--- config.mk ---
export PLATFORM = sky130hd
export DESIGN_NAME = mem_sequencer
export DESIGN_NICKNAME = d
export VERILOG_FILES = /design/src/rtl/mem_seq_pkg.sv /design/src/rtl/sweep_counter.sv /design/src/rtl/mem_sequencer.sv
export SDC_FILE = /design/constraint.sdc
export NUM_CORES = 1
export LEC_CHECK = 0
export ABC_AREA = 0
export BUFFER_PORTS_ARGS = -buffer_cell sky130_fd_sc_hd__buf_2
export CAP_MARGIN = 20
export CORE_MARGIN = 5
export CORE_UTILIZATION = 25
export CTS_BUF_LIST = sky130_fd_sc_hd__clkbuf_4
export CTS_CLUSTER_SIZE = 30
export DETAILED_ROUTE_END_ITERATION = 8
export GPL_TIMING_DRIVEN = 1
export HOLD_SLACK_MARGIN = 0.08
export PLACE_DENSITY = 0.42
export REMOVE_ABC_BUFFERS = 1
export SYNTH_ARGS = -nofsm -noshare
export SYNTH_HDL_FRONTEND = slang
export SYNTH_SLANG_ARGS = --single-unit
export TNS_END_PERCENT = 10
--- constraint.sdc ---
create_clock -name clk -period 2.5 [get_ports clk]
set_clock_uncertainty 0.05 [all_clocks]
set_input_delay 0.375 -clock clk [delete_from_list [all_inputs] [get_ports clk]]
set_output_delay 0.375 -clock clk [all_outputs]
set_load 0.005 [all_outputs]
--- src/rtl/mem_seq_pkg.sv ---
// Shared command codes, state encoding and default widths for the
// front-panel memory sequencer.
package mem_seq_pkg;

  localparam int unsigned AW_DEF = 6;
  localparam int unsigned DW_DEF = 16;

  localparam logic [1:0] CMD_WRITE = 2'b00;
  localparam logic [1:0] CMD_READ  = 2'b01;
  localparam logic [1:0] CMD_CLEAR = 2'b10;
  localparam logic [1:0] CMD_SUM   = 2'b11;

  typedef enum logic [2:0] {
    ST_IDLE  = 3'd0,
    ST_WRITE = 3'd1,
    ST_READ  = 3'd2,
    ST_CLEAR = 3'd3,
    ST_SUM   = 3'd4,
    ST_FIN   = 3'd5
  } state_t;

endpackage

--- src/rtl/sweep_counter.sv ---
// Address sweep counter shared by the CLEAR and SUM passes; o_last_c flags
// the final location so the controller can finish on that cycle.
module sweep_counter #(
  parameter int unsigned AW = 6
) (
  input  logic          clk,
  input  logic          reset,
  input  logic          i_clr,
  input  logic          i_en,
  output logic [AW-1:0] o_count,
  output logic          o_last_c
);

  logic [AW-1:0] r_count;

  always_ff @(posedge clk or posedge reset) begin
    if (reset) begin
      r_count <= '0;
    end else if (i_clr) begin
      r_count <= '0;
    end else if (i_en) begin
      r_count <= r_count + AW'(1);
    end
  end

  assign o_count  = r_count;
  assign o_last_c = (r_count == {AW{1'b1}});

endmodule

--- src/rtl/mem_sequencer.sv ---
// Front-panel controller for the scratch memory: single-step write/read with
// address auto-increment, plus full-memory CLEAR and SUM (checksum) sweeps.
module mem_sequencer
  import mem_seq_pkg::*;
#(
  parameter int unsigned AW = AW_DEF,
  parameter int unsigned DW = DW_DEF
) (
  input  logic          clk,
  input  logic          reset,
  input  logic          step,
  input  logic [1:0]    cmd,
  input  logic [DW-1:0] sw_data,
  input  logic          addr_load,
  input  logic [AW-1:0] sw_addr,
  input  logic [DW-1:0] mem_dout,
  output logic [AW-1:0] mem_addr,
  output logic [DW-1:0] mem_din,
  output logic          mem_write,
  output logic          mem_step,
  output logic [AW-1:0] addr,
  output logic [DW-1:0] rd_data,
  output logic [DW-1:0] checksum,
  output logic          busy,
  output logic          done
);

  state_t        r_state;
  logic [AW-1:0] r_addr;
  logic [DW-1:0] r_acc;
  logic [DW-1:0] r_rd_data;
  logic [DW-1:0] r_checksum;
  logic          r_busy;
  logic          r_done;
  logic          r_mem_write;
  logic          r_mem_step;

  logic          w_sweeping;
  logic [AW-1:0] w_sweep;
  logic          w_sweep_last;

  assign w_sweeping = (r_state == ST_CLEAR) || (r_state == ST_SUM);

  // Counter is held at zero whenever no sweep runs, so every sweep starts at 0.
  sweep_counter #(.AW(AW)) u_sweep (
    .clk      (clk),
    .reset    (reset),
    .i_clr    (~w_sweeping),
    .i_en     (w_sweeping),
    .o_count  (w_sweep),
    .o_last_c (w_sweep_last)
  );

  always_ff @(posedge clk or posedge reset) begin
    if (reset) begin
      r_state     <= ST_IDLE;
      r_addr      <= '0;
      r_acc       <= '0;
      r_rd_data   <= '0;
      r_checksum  <= '0;
      r_busy      <= 1'b0;
      r_done      <= 1'b0;
      r_mem_write <= 1'b0;
      r_mem_step  <= 1'b0;
    end else begin
      r_done <= 1'b0;
      case (r_state)
        ST_IDLE: begin
          // A load wins over a coincident step; that step is dropped.
          if (addr_load) begin
            r_addr <= sw_addr;
          end else if (step) begin
            r_busy <= 1'b1;
            case (cmd)
              CMD_WRITE: begin
                r_state     <= ST_WRITE;
                r_mem_write <= 1'b1;
                r_mem_step  <= 1'b1;
              end
              CMD_READ: begin
                r_state <= ST_READ;
              end
              CMD_CLEAR: begin
                r_state     <= ST_CLEAR;
                r_mem_write <= 1'b1;
                r_mem_step  <= 1'b1;
              end
              CMD_SUM: begin
                r_state <= ST_SUM;
                r_acc   <= '0;
              end
            endcase
          end
        end
        ST_WRITE: begin
          r_addr      <= r_addr + AW'(1);
          r_mem_write <= 1'b0;
          r_mem_step  <= 1'b0;
          r_done      <= 1'b1;
          r_state     <= ST_FIN;
        end
        ST_READ: begin
          r_rd_data <= mem_dout;
          r_addr    <= r_addr + AW'(1);
          r_done    <= 1'b1;
          r_state   <= ST_FIN;
        end
        ST_CLEAR: begin
          if (w_sweep_last) begin
            r_mem_write <= 1'b0;
            r_mem_step  <= 1'b0;
            r_done      <= 1'b1;
            r_state     <= ST_FIN;
          end
        end
        ST_SUM: begin
          r_acc <= r_acc + mem_dout;
          if (w_sweep_last) begin
            r_checksum <= r_acc + mem_dout;
            r_done     <= 1'b1;
            r_state    <= ST_FIN;
          end
        end
        ST_FIN: begin
          r_busy  <= 1'b0;
          r_state <= ST_IDLE;
        end
        default: begin
          r_busy      <= 1'b0;
          r_mem_write <= 1'b0;
          r_mem_step  <= 1'b0;
          r_state     <= ST_IDLE;
        end
      endcase
    end
  end

  assign mem_addr  = w_sweeping ? w_sweep : r_addr;
  assign mem_din   = (r_state == ST_WRITE) ? sw_data : '0;
  assign mem_write = r_mem_write;
  assign mem_step  = r_mem_step;
  assign addr      = r_addr;
  assign rd_data   = r_rd_data;
  assign checksum  = r_checksum;
  assign busy      = r_busy;
  assign done      = r_done;

endmodule

==> reports/summary.txt, run 1 <==
area added between synthesis and finish -> 27.0%
Fill cells -> 1488
combinational power share -> 0.529
gr usage total -> 0.122
status -> complete, no violations
CORE AREA -> 14600 µm²
max-cap viol count -> 0
cell count of the worst hold path -> 3
worst vdd ir -> 0.000277 V
Reg-to-Reg End -> r_acc[8]$_DFFE_PP0P_
Peak Freq -> 420 MHz
XOR/XNOR Fraction of Synth Area -> 0.0445
Row Count -> 44
Worst-path clk slew -> 0.11 ns
share of cells above drive strength 1 -> 0.369
sequential area share after synthesis -> 0.441
Synth Instances -> 374
pwr dens -> 1030 nW/µm²
crit path kind -> reg -> reg
Data required, critical path -> 2.76 ns
dpl ws -> -0.0521 ns
Die H -> 132 µm
routability-driven placement congestion ratio -> 0.815
Final period util -> 0.952
reg2reg start -> r_acc[0]$_DFFE_PP0P_
CTS max path bufs -> 2
leakage power -> 2.35 nW
Worst setup EP type -> flop
Final Hold Vio Count -> 0
Seq pwr share -> 0.351
Vias per Instance -> 4.67
DRC -> 0
setup violators final -> 0
CP max FO -> 4
starting density of the core -> 0.256
simple logic cell fraction of the synthesized area -> 0.165
Antenna Nets Post-Route -> 0
post-synthesis compound-gate area fraction -> 0.169
Nets -> 571
clock power share -> 0.120
largest net degree at the start of global routing -> 37
hold_sp -> sw_addr[1]
Pre-Repair DR Iteration Count -> 4
CTS tree -> yes
Post-Syn Area -> 3740 µm²
register bit total from synthesis -> 66
Psw -> 1.98 mW
vias in the first global route -> 3393
final worst slack -> 0.119 ns
mux cell area share after synthesis -> 0.0789
H-tree levels -> 3
R2R Setup Slk -> 0.12 ns
YS warnings -> 0
CP startpoint kind -> flop
async set or reset register ratio after synthesis -> 1.00
Final Critical Period -> 2.38 ns
most common cell after layout, fill and taps aside -> buf_2
Port Buffers -> 107
post-route insts no fill -> 692
switch share -> 0.406
RSZ-0062 raised after global routing -> true
average size of a mapped cell -> 10.0 µm²
Post-DP HPWL -> 7940 µm
Distinct cells, synth -> 50
GRT overflow -> 0
CTS Sinks -> 66
Post-synth EDFFs -> 0
root buf cell -> clkbuf_4
Top Ports -> 108
Max transition margin -> 0.387
worst r2r path cells -> 8
Hold WC Path Type -> in -> reg
initial antenna violation count -> 1
Main synth FF type -> dfrtp_1
most frequent cells in the layout -> 107 x buf_2, 63 x dfrtp_1, 50 x nand2_1, 27 x buf_4, 25 x a21oi_1
main combinational cell family by area after synthesis -> compound AO/OA/AOI/OAI gates
Cells after DPL -> 672
Hold Path End -> addr[1]$_DFFE_PP0P_
Via Count -> 3231
Final Power -> 4.88 mW
drt wl/cell -> 15.1 µm
1st-iter DRT viols -> 139
CTS Buf Count -> 9
Worst-Skew Late Latency -> 0.44 ns
Post-Synth Adder-Cell Area -> 0.0756
first-pass GRT wire length -> 17300 µm
final slew viol count -> 0
Routed WL -> 10500 µm
Crit path arrival time -> 2.64 ns
Worst-Margin Slew -> 0.912 ns
P_int -> 2.90 mW
Die ar. -> 17500 µm²
Die X-Extent -> 132 µm
[through the flow]
| stage | TNS (ns) | area (µm²) | util | hold WS [ns] |
|---|---|---|---|---|
| final | 0 | 4750 | 0.326 | 0.130 |
| after global routing | -0.0146 | 4750 | 0.326 | 0.102 |
| after CTS | 0 | 4710 | 0.323 | 0.0888 |
| after detailed placement | -0.171 | 4600 | 0.316 | 0.417 |
| after global placement | -0.114 | 4600 | 0.316 | 0.411 |
| after floorplan | -0.0335 | 3670 | - | 0.404 |
[power by group through the flow]
stage                     Sequential (mW)  Combinational, mW  Clock (mW)
after global routing                 1.76               2.91       0.653
after detailed placement             1.74               2.58           0
final                                1.71               2.58       0.586
after floorplan                      1.68               1.70           0
after global placement               1.73               2.57           0
after CTS                            1.72               2.59       0.626
[state kept, by name (all words and copies together), names as in the netlist]
signal           flops
checksum            16
r_acc               16
rd_data             16
u_sweep.o_count      6
busy                 1
addr                 6
r_state              3
done                 1
mem_step             1
[worst max path at each step]
stage,from,endpoint,cells after the start
floorplan,r_state[1]$_DFFE_PP0P_,addr[2]$_DFFE_PP0P_,6
global placement,mem_dout[0],checksum[14]$_DFFE_PP0P_,9
detailed placement,mem_dout[0],checksum[14]$_DFFE_PP0P_,9
CTS,r_state[1]$_DFFE_PP0P_,mem_addr[5],5
global route,r_state[2]$_DFFE_PP0P_,mem_addr[5],6
finish,r_acc[0]$_DFFE_PP0P_,r_acc[8]$_DFFE_PP0P_,8
[cells in the mapped netlist (4+ instances only)]
| cell type | instances | share of area |
|---|---|---|
| a21o_1 | 4 | 0.0080 |
| a21oi_1 | 25 | 0.033 |
| a22o_1 | 11 | 0.026 |
| a31oi_1 | 5 | 0.0084 |
| and2_1 | 17 | 0.028 |
| and3_1 | 6 | 0.010 |
| buf_2 | 5 | 0.0067 |
| clkbuf_1 | 7 | 0.0070 |
| dfrtp_1 | 66 | 0.44 |
| ha_1 | 21 | 0.070 |
| inv_1 | 7 | 0.0070 |
| mux2_2 | 24 | 0.072 |
| nand2_1 | 50 | 0.050 |
| nand2b_1 | 4 | 0.0067 |
| nand3_1 | 10 | 0.013 |
| nor2_1 | 19 | 0.019 |
| nor2b_1 | 5 | 0.0084 |
| o211ai_1 | 4 | 0.0080 |
| o21ai_0 | 19 | 0.025 |
| xnor2_1 | 8 | 0.019 |
| xor2_1 | 11 | 0.026 |
[area by class of cell]
type / count / area, µm² / area share
tap: 184 / 230 / 0.0485
timing repair buffer: 135 / 748 / 0.157
inverter: 7 / 26.3 / 0.00553
clock buffer: 11 / 82.6 / 0.0174
sequential: 66 / 1660 / 0.348
multi-input combinational: 286 / 2000 / 0.421
clock inverter: 2 / 7.51 / 0.00158
antenna: 1 / 2.50 / 0.000527
[critical path, cell delays in order (launching register included)]
cell      delay (ns)
dfrtp_1         0.40
ha_1            0.21
fa_2            0.35
a21o_1          0.20
a221oi_4        0.37
buf_4           0.18
o21ai_0         0.10
xor2_1          0.16
a22o_1          0.24
[cell families after synthesis]
logic type | after synthesis
simple gates | 126
compound gates | 93
flops | 66
mux | 26
buf+inv | 22
fa+ha+maj | 22
xor+xnor | 19
[repair_timing]
item                                    CTS  global route
hold buffers                              1             0
resized for setup                         2             2
buffers inserted                          0             5
endpoints found under the setup margin    6            13
hold endpoints to repair                 66             0
pin swaps                                 0             5
[metal layers]
layer | track usage | share of wire | wire length [µm] | vias to the layer above
met2 | 0.190 | 0.45 | 4730 | 81
met4 | 0.0560 | 0.021 | 224 | 0
met5 | 0 | 0 | 0 | -
met3 | 0.0279 | 0.050 | 519 | 12
li1 | - | - | - | 1596
met1 | 0.161 | 0.48 | 4990 | 1542
Note: power is estimated with default switching activity, not from simulation.
==> inputs of run 2 (changes only) <==
--- a/config.mk
+++ b/config.mk
@@ -8,6 +8,7 @@
 export ABC_AREA = 0
 export BUFFER_PORTS_ARGS = -buffer_cell sky130_fd_sc_hd__buf_2
 export CAP_MARGIN = 20
+export CORE_ASPECT_RATIO = 0.5
 export CORE_MARGIN = 5
 export CORE_UTILIZATION = 25
 export CTS_BUF_LIST = sky130_fd_sc_hd__clkbuf_4
==> reports/summary.txt, run 2 (synthesis gave the netlist of run 1 again) <==
Peak Freq -> 430 MHz (was 420 MHz)
gr usage total -> 0.125 (was 0.122)
Max transition margin -> 0.747 (was 0.387)
Worst-path clk slew -> 0.11 ns (about the same)
CTS Buf Count -> 9 (unchanged)
worst vdd ir -> 0.000319 V (was 0.000277 V)
dpl cell area -> 4660 µm² (was 4600 µm²)
Worst setup EP type -> primary output (was flop)
routability-driven placement congestion ratio -> 0.771 (was 0.815)
post-route insts no fill -> 706 (was 692)
Via Count -> 3144 (was 3231)
status -> complete, no violations (unchanged)
CTS max path bufs -> 2 (unchanged)
CP Cell Sequence -> nor2b_1 > a21oi_2 > buf_6 > mux2_2 > buf_2 (was ha_1 > fa_2 > a21o_1 > a221oi_4 > buf_4 > o21ai_0 > xor2_1 > a22o_1)
leakage power -> 2.36 nW (was 2.35 nW)
Vias per Instance -> 4.45 (was 4.67)
Hold WC Path Type -> in -> reg (unchanged)
Fill cells -> 1552 (was 1488)
Antenna Nets Post-Route -> 0 (unchanged)
Worst-Skew Late Latency -> 0.42 ns (was 0.44 ns)
root buf cell -> clkbuf_4 (unchanged)
H-tree levels -> 3 (unchanged)
CP max-delay cell -> dfrtp_1 (unchanged)
Port Buffers -> 107 (unchanged)
Worst-Margin Slew -> 0.380 ns (was 0.912 ns)
Final period util -> 0.930 (was 0.952)
DRC -> 0 (unchanged)
post-route cell area -> 4790 µm² (was 4750 µm²)
Post-DP HPWL -> 7770 µm (was 7940 µm)
Die X-Extent -> 183 µm (was 132 µm)
Top Ports -> 108 (unchanged)
Cells after DPL -> 689 (was 672)
Die ar. -> 17700 µm² (was 17500 µm²)
Final Critical Period -> 2.32 ns (was 2.38 ns)
Final Hold Vio Count -> 0 (unchanged)
starting density of the core -> 0.257 (was 0.256)
most common cell after layout, fill and taps aside -> buf_2 (unchanged)
CORE AREA -> 14500 µm² (was 14600 µm²)
CP max FO -> 13 (was 4)
initial antenna violation count -> 0 (was 1)
CP startpoint kind -> flop (unchanged)
Crit path arrival time -> 1.90 ns (was 2.64 ns)
drt wl/cell -> 14.9 µm (was 15.1 µm)
first-pass GRT wire length -> 17500 µm (was 17300 µm)
setup violators final -> 0 (unchanged)
area added between synthesis and finish -> 27.9% (was 27.0%)
CP peak stage delay -> 0.45 ns (was 0.40 ns)
CTS Sinks -> 66 (unchanged)
vias in the first global route -> 3424 (was 3393)
RSZ-0062 raised after global routing -> false (was true)
pwr dens -> 1030 nW/µm² (about the same)
Row Count -> 31 (was 44)
1st-iter DRT viols -> 92 (was 139)
final slew viol count -> 0 (unchanged)
most frequent cells in the layout -> 107 x buf_2, 65 x dfrtp_1, 50 x nand2_1 (was 107 x buf_2, 63 x dfrtp_1, 50 x nand2_1, 27 x buf_4, 25 x a21oi_1)
Pre-Repair DR Iteration Count -> 4 (unchanged)
Data required, critical path -> 2.08 ns (was 2.76 ns)
Die H -> 96.5 µm (was 132 µm)
Final Power -> 4.94 mW (was 4.88 mW)
Routed WL -> 10500 µm (about the same)
max-cap viol count -> 0 (unchanged)
GRT overflow -> 0 (unchanged)
Critical path buffers and inverters -> 2 (was 1)
cell family with most CP delay -> flip-flops (was compound AO/OA/AOI/OAI gates)
CTS tree -> yes (unchanged)
share of cells above drive strength 1 -> 0.370 (was 0.369)
Nets -> 570 (was 571)
crit path kind -> reg -> out (was reg -> reg)
largest net degree at the start of global routing -> 67 (was 37)
diode count -> 0 (was 1)
==> run 2: changes by cell type in the layout (fill, tap and decap cells not counted), moves of 2 or more <==
cell,previous run,this run
dfrtp_1,63,65
buf_4,27,24
dfrtp_2,3,1
clkinv_2,0,3
==> run 2: worst paths after layout <==
kind | end | depth (start not counted) | startpoint | slack (ns)
max in group asynchronous | checksum[1]$_DFFE_PP0P_ | 4 | reset | 1.58
min reg2reg | checksum[2]$_DFFE_PP0P_ | 2 | checksum[2]$_DFFE_PP0P_ | 0.42
max | mem_addr[5] | 5 | r_state[1]$_DFFE_PP0P_ | 0.18
min | addr[1]$_DFFE_PP0P_ | 3 | sw_addr[1] | 0.15
max reg2reg | checksum[14]$_DFFE_PP0P_ | 9 | r_acc[0]$_DFFE_PP0P_ | 0.18
min in group asynchronous | addr[1]$_DFFE_PP0P_ | 4 | reset | 0.51
==> run 2: timing repair <==
item,CTS,global route
endpoints found under the setup margin,0,12
resized for setup,0,5
hold buffers,1,0
buffers inserted,0,1
endpoints found under the hold margin,66,0
==> run 2: area by class of cell <==
type	instances	area, µm²	area share
clock buffers	10	75.1	0.0157
clock inverters	5	22.5	0.00471
inverters	7	26.3	0.00549
multi-input cells	286	2000	0.419
flip-flops and latches	66	1650	0.345
well taps	198	248	0.0518
repair buffers	134	757	0.158
==> run 2: worst reg2reg max path: stages, from the launching register on <==
cell	delay, ns
dfrtp_1	0.40
ha_2	0.20
fa_2	0.34
a21o_1	0.20
a221oi_4	0.24
buf_4	0.16
o2111ai_2	0.13
a21oi_2	0.16
xnor2_1	0.09
mux2_4	0.26
==> run 2: report_power, final <==
part	total, mW	switching, mW	internal [mW]
registers	1.70	0.281	1.42
logic	2.66	1.35	1.31
clock network	0.582	0.383	0.199
==> run 2: through the flow <==
step | hold WS [ns] | TNS [ns] | setup slack [ns] | util
6_report | 0.153 | 0 | 0.175 | 0.329
5_1_grt | 0.120 | 0 | 0.0269 | 0.329
2_1_floorplan | 0.404 | -0.0335 | -0.0165 | -
3_3_place_gp | 0.405 | -0.0871 | -0.0481 | 0.320
3_5_place_dp | 0.409 | -0.218 | -0.0648 | 0.320
4_1_cts | 0.116 | 0 | 0.0470 | 0.328
==> run 2: layer usage <==
| layer | vias up | global-route usage | share of wire |
|---|---|---|---|
| li1 | 1587 | - | - |
| met2 | 77 | 0.199 | 0.43 |
| met5 | - | 0 | 0 |
| met3 | 10 | 0.0396 | 0.049 |
| met4 | 0 | 0.0366 | 0.012 |
| met1 | 1470 | 0.166 | 0.51 |
==> inputs of run 3 (changes only) <==
--- a/config.mk
+++ b/config.mk
@@ -11,7 +11,7 @@
 export CORE_ASPECT_RATIO = 0.5
 export CORE_MARGIN = 5
 export CORE_UTILIZATION = 25
-export CTS_BUF_LIST = sky130_fd_sc_hd__clkbuf_4
+export CTS_BUF_LIST = sky130_fd_sc_hd__clkbuf_8 sky130_fd_sc_hd__clkbuf_16
 export CTS_CLUSTER_SIZE = 30
 export DETAILED_ROUTE_END_ITERATION = 8
 export GPL_TIMING_DRIVEN = 1
==> reports/summary.txt, run 3 (synthesis gave the netlist of run 1 again) <==
Setup Fix Bufs, Post-CTS -> 0 (unchanged)
drt wl/cell -> 14.9 µm (about the same)
H-tree levels -> 3 (unchanged)
Post-DP HPWL -> 7770 µm (unchanged)
Max transition margin -> 0.736 (was 0.747)
CTS max path bufs -> 2 (unchanged)
routability-driven placement congestion ratio -> 0.771 (unchanged)
first-pass GRT wire length -> 17500 µm (about the same)
max-cap viol count -> 0 (unchanged)
RSZ-0062 raised after global routing -> false (unchanged)
cell family with most CP delay -> compound AO/OA/AOI/OAI gates (was flip-flops)
initial antenna violation count -> 0 (unchanged)
Fill cells -> 1525 (was 1552)
pwr dens -> 1110 nW/µm² (was 1030 nW/µm²)
Final Hold Vio Count -> 0 (unchanged)
Vias per Instance -> 4.50 (was 4.45)
Nets -> 569 (was 570)
Reg-to-Reg End -> checksum[14]$_DFFE_PP0P_ (unchanged)
CP startpoint kind -> flop (unchanged)
most common cell after layout, fill and taps aside -> buf_2 (unchanged)
area added between synthesis and finish -> 32.1% (was 27.9%)
CORE AREA -> 14500 µm² (unchanged)
Die ar. -> 17700 µm² (unchanged)
Peak Freq -> 432 MHz (was 430 MHz)
Worst setup EP type -> flop (was primary output)
GRT overflow -> 0 (unchanged)
Via Count -> 3175 (was 3144)
Worst-Margin Slew -> 0.396 ns (was 0.380 ns)
Row Count -> 31 (unchanged)
final worst slack -> 0.186 ns (was 0.175 ns)
share of cells above drive strength 1 -> 0.367 (was 0.370)
Worst-Skew Late Latency -> 0.33 ns (was 0.42 ns)
dpl ws -> -0.0648 ns (unchanged)
Final Power -> 5.50 mW (was 4.94 mW)
CTS Sinks -> 66 (unchanged)
Final Util -> 0.340 (was 0.329)
1st-iter DRT viols -> 143 (was 92)
Die X-Extent -> 183 µm (unchanged)
most frequent cells in the layout -> 107 x buf_2, 66 x dfrtp_1, 50 x nand2_1, 25 x a21oi_1 (was 107 x buf_2, 65 x dfrtp_1, 50 x nand2_1)
status -> complete, no violations (unchanged)
R2R Setup Slk -> 0.19 ns (was 0.18 ns)
worst vdd ir -> 0.000328 V (was 0.000319 V)
Critical path buffers and inverters -> 1 (was 2)
reg2reg start -> r_acc[0]$_DFFE_PP0P_ (unchanged)
setup violators final -> 0 (unchanged)
gr usage total -> 0.126 (was 0.125)
Pre-Repair DR Iteration Count -> 4 (unchanged)
CP max FO -> 2 (was 13)
hold_sp -> sw_addr[1] (unchanged)
CP Cell Sequence -> ha_2 > fa_2 > a21o_1 > a221oi_4 > buf_4 > o2111ai_2 > a21oi_2 > xnor2_1 > mux2_4 (was nor2b_1 > a21oi_2 > buf_6 > mux2_2 > buf_2)
cell count of the worst hold path -> 3 (unchanged)
Routed WL -> 10500 µm (about the same)
Hold Path End -> addr[1]$_DFFE_PP0P_ (unchanged)
Cells after DPL -> 689 (unchanged)
leakage power -> 2.44 nW (was 2.36 nW)
Worst-path clk slew -> 0.06 ns (was 0.11 ns)
Final Critical Period -> 2.31 ns (was 2.32 ns)
DRC -> 0 (unchanged)
starting density of the core -> 0.257 (unchanged)
vias in the first global route -> 3425 (was 3424)
root buf cell -> clkbuf_16 (was clkbuf_4)
Data required, critical path -> 2.66 ns (was 2.08 ns)
Crit path arrival time -> 2.48 ns (was 1.90 ns)
Top Ports -> 108 (unchanged)
diode count -> 0 (unchanged)
post-route insts no fill -> 705 (was 706)
largest net degree at the start of global routing -> 67 (unchanged)
CTS tree -> yes (unchanged)
Die H -> 96.5 µm (unchanged)
Antenna Nets Post-Route -> 0 (unchanged)
worst r2r path cells -> 9 (unchanged)
CP peak stage delay -> 0.38 ns (was 0.45 ns)
Hold WC Path Type -> in -> reg (unchanged)
CP max-delay cell -> dfrtp_1 (unchanged)
Final period util -> 0.926 (was 0.930)
final slew viol count -> 0 (unchanged)
Port Buffers -> 107 (unchanged)
crit path kind -> reg -> reg (was reg -> out)
CTS Buf Count -> 9 (unchanged)
-- run 3: layout make-up --
class | count | area (µm²) | area share
Clock buffer | 11 | 253 | 0.0511
Clock inverter | 4 | 18.8 | 0.00380
Tap cell | 198 | 248 | 0.0501
Sequential cell | 66 | 1650 | 0.334
Timing Repair Buffer | 133 | 746 | 0.151
Inverter | 7 | 26.3 | 0.00532
Multi-Input combinational cell | 286 | 2000 | 0.405
-- run 3: per-layer routing --
metal	GRT usage	vias up	routed length [µm]	part of all wire
li1	-	1584	-	-
met1	0.166	1488	5250	0.50
met2	0.198	93	4450	0.43
met3	0.0408	10	631	0.060
met4	0.0403	0	140	0.013
met5	0	-	0	0
-- run 3: worst max-delay path by stage --
stage | from | to | slack [ns] | depth (start not counted)
6_report | r_acc[0]$_DFFE_PP0P_ | checksum[14]$_DFFE_PP0P_ | 0.19 | 9
3_3_place_gp | mem_dout[0] | checksum[14]$_DFFE_PP0P_ | -0.05 | 10
4_1_cts | r_acc[0]$_DFFE_PP0P_ | checksum[14]$_DFFE_PP0P_ | 0.05 | 9
3_5_place_dp | mem_dout[0] | checksum[14]$_DFFE_PP0P_ | -0.06 | 10
5_1_grt | r_state[0]$_DFFE_PP0P_ | mem_addr[5] | 0.03 | 5
2_1_floorplan | r_state[1]$_DFFE_PP0P_ | addr[2]$_DFFE_PP0P_ | -0.02 | 6
-- run 3: timing repair --
action | 4_1_cts | 5_1_grt
hold endpoints to repair | 6 | 0
resized for setup | 0 | 2
setup endpoints to repair | 0 | 6
hold buffers | 1 | 0
-- run 3: worst reg2reg max path: stages (launching register included) --
cell and delay [ns]:
dfrtp_1 0.38, ha_2 0.20, fa_2 0.34, a21o_1 0.20, a221oi_4 0.24, buf_4 0.16, o2111ai_2 0.13, a21oi_2 0.16
xnor2_1 0.09, mux2_4 0.26
-- run 3: through the flow --
stage	hold slack (ns)	setup TNS [ns]	instance area [µm²]
after floorplan	0.404	-0.0335	3670
after global placement	0.405	-0.0871	4660
after detailed placement	0.409	-0.218	4660
after CTS	0.239	0	4940
after global routing	0.246	0	4940
final	0.254	0	4940
-- run 3: power by group --
group | switching [mW] | internal (mW)
sequential | 0.280 | 1.43
combinational | 1.33 | 1.30
clock | 0.450 | 0.710
total | 2.06 | 3.43
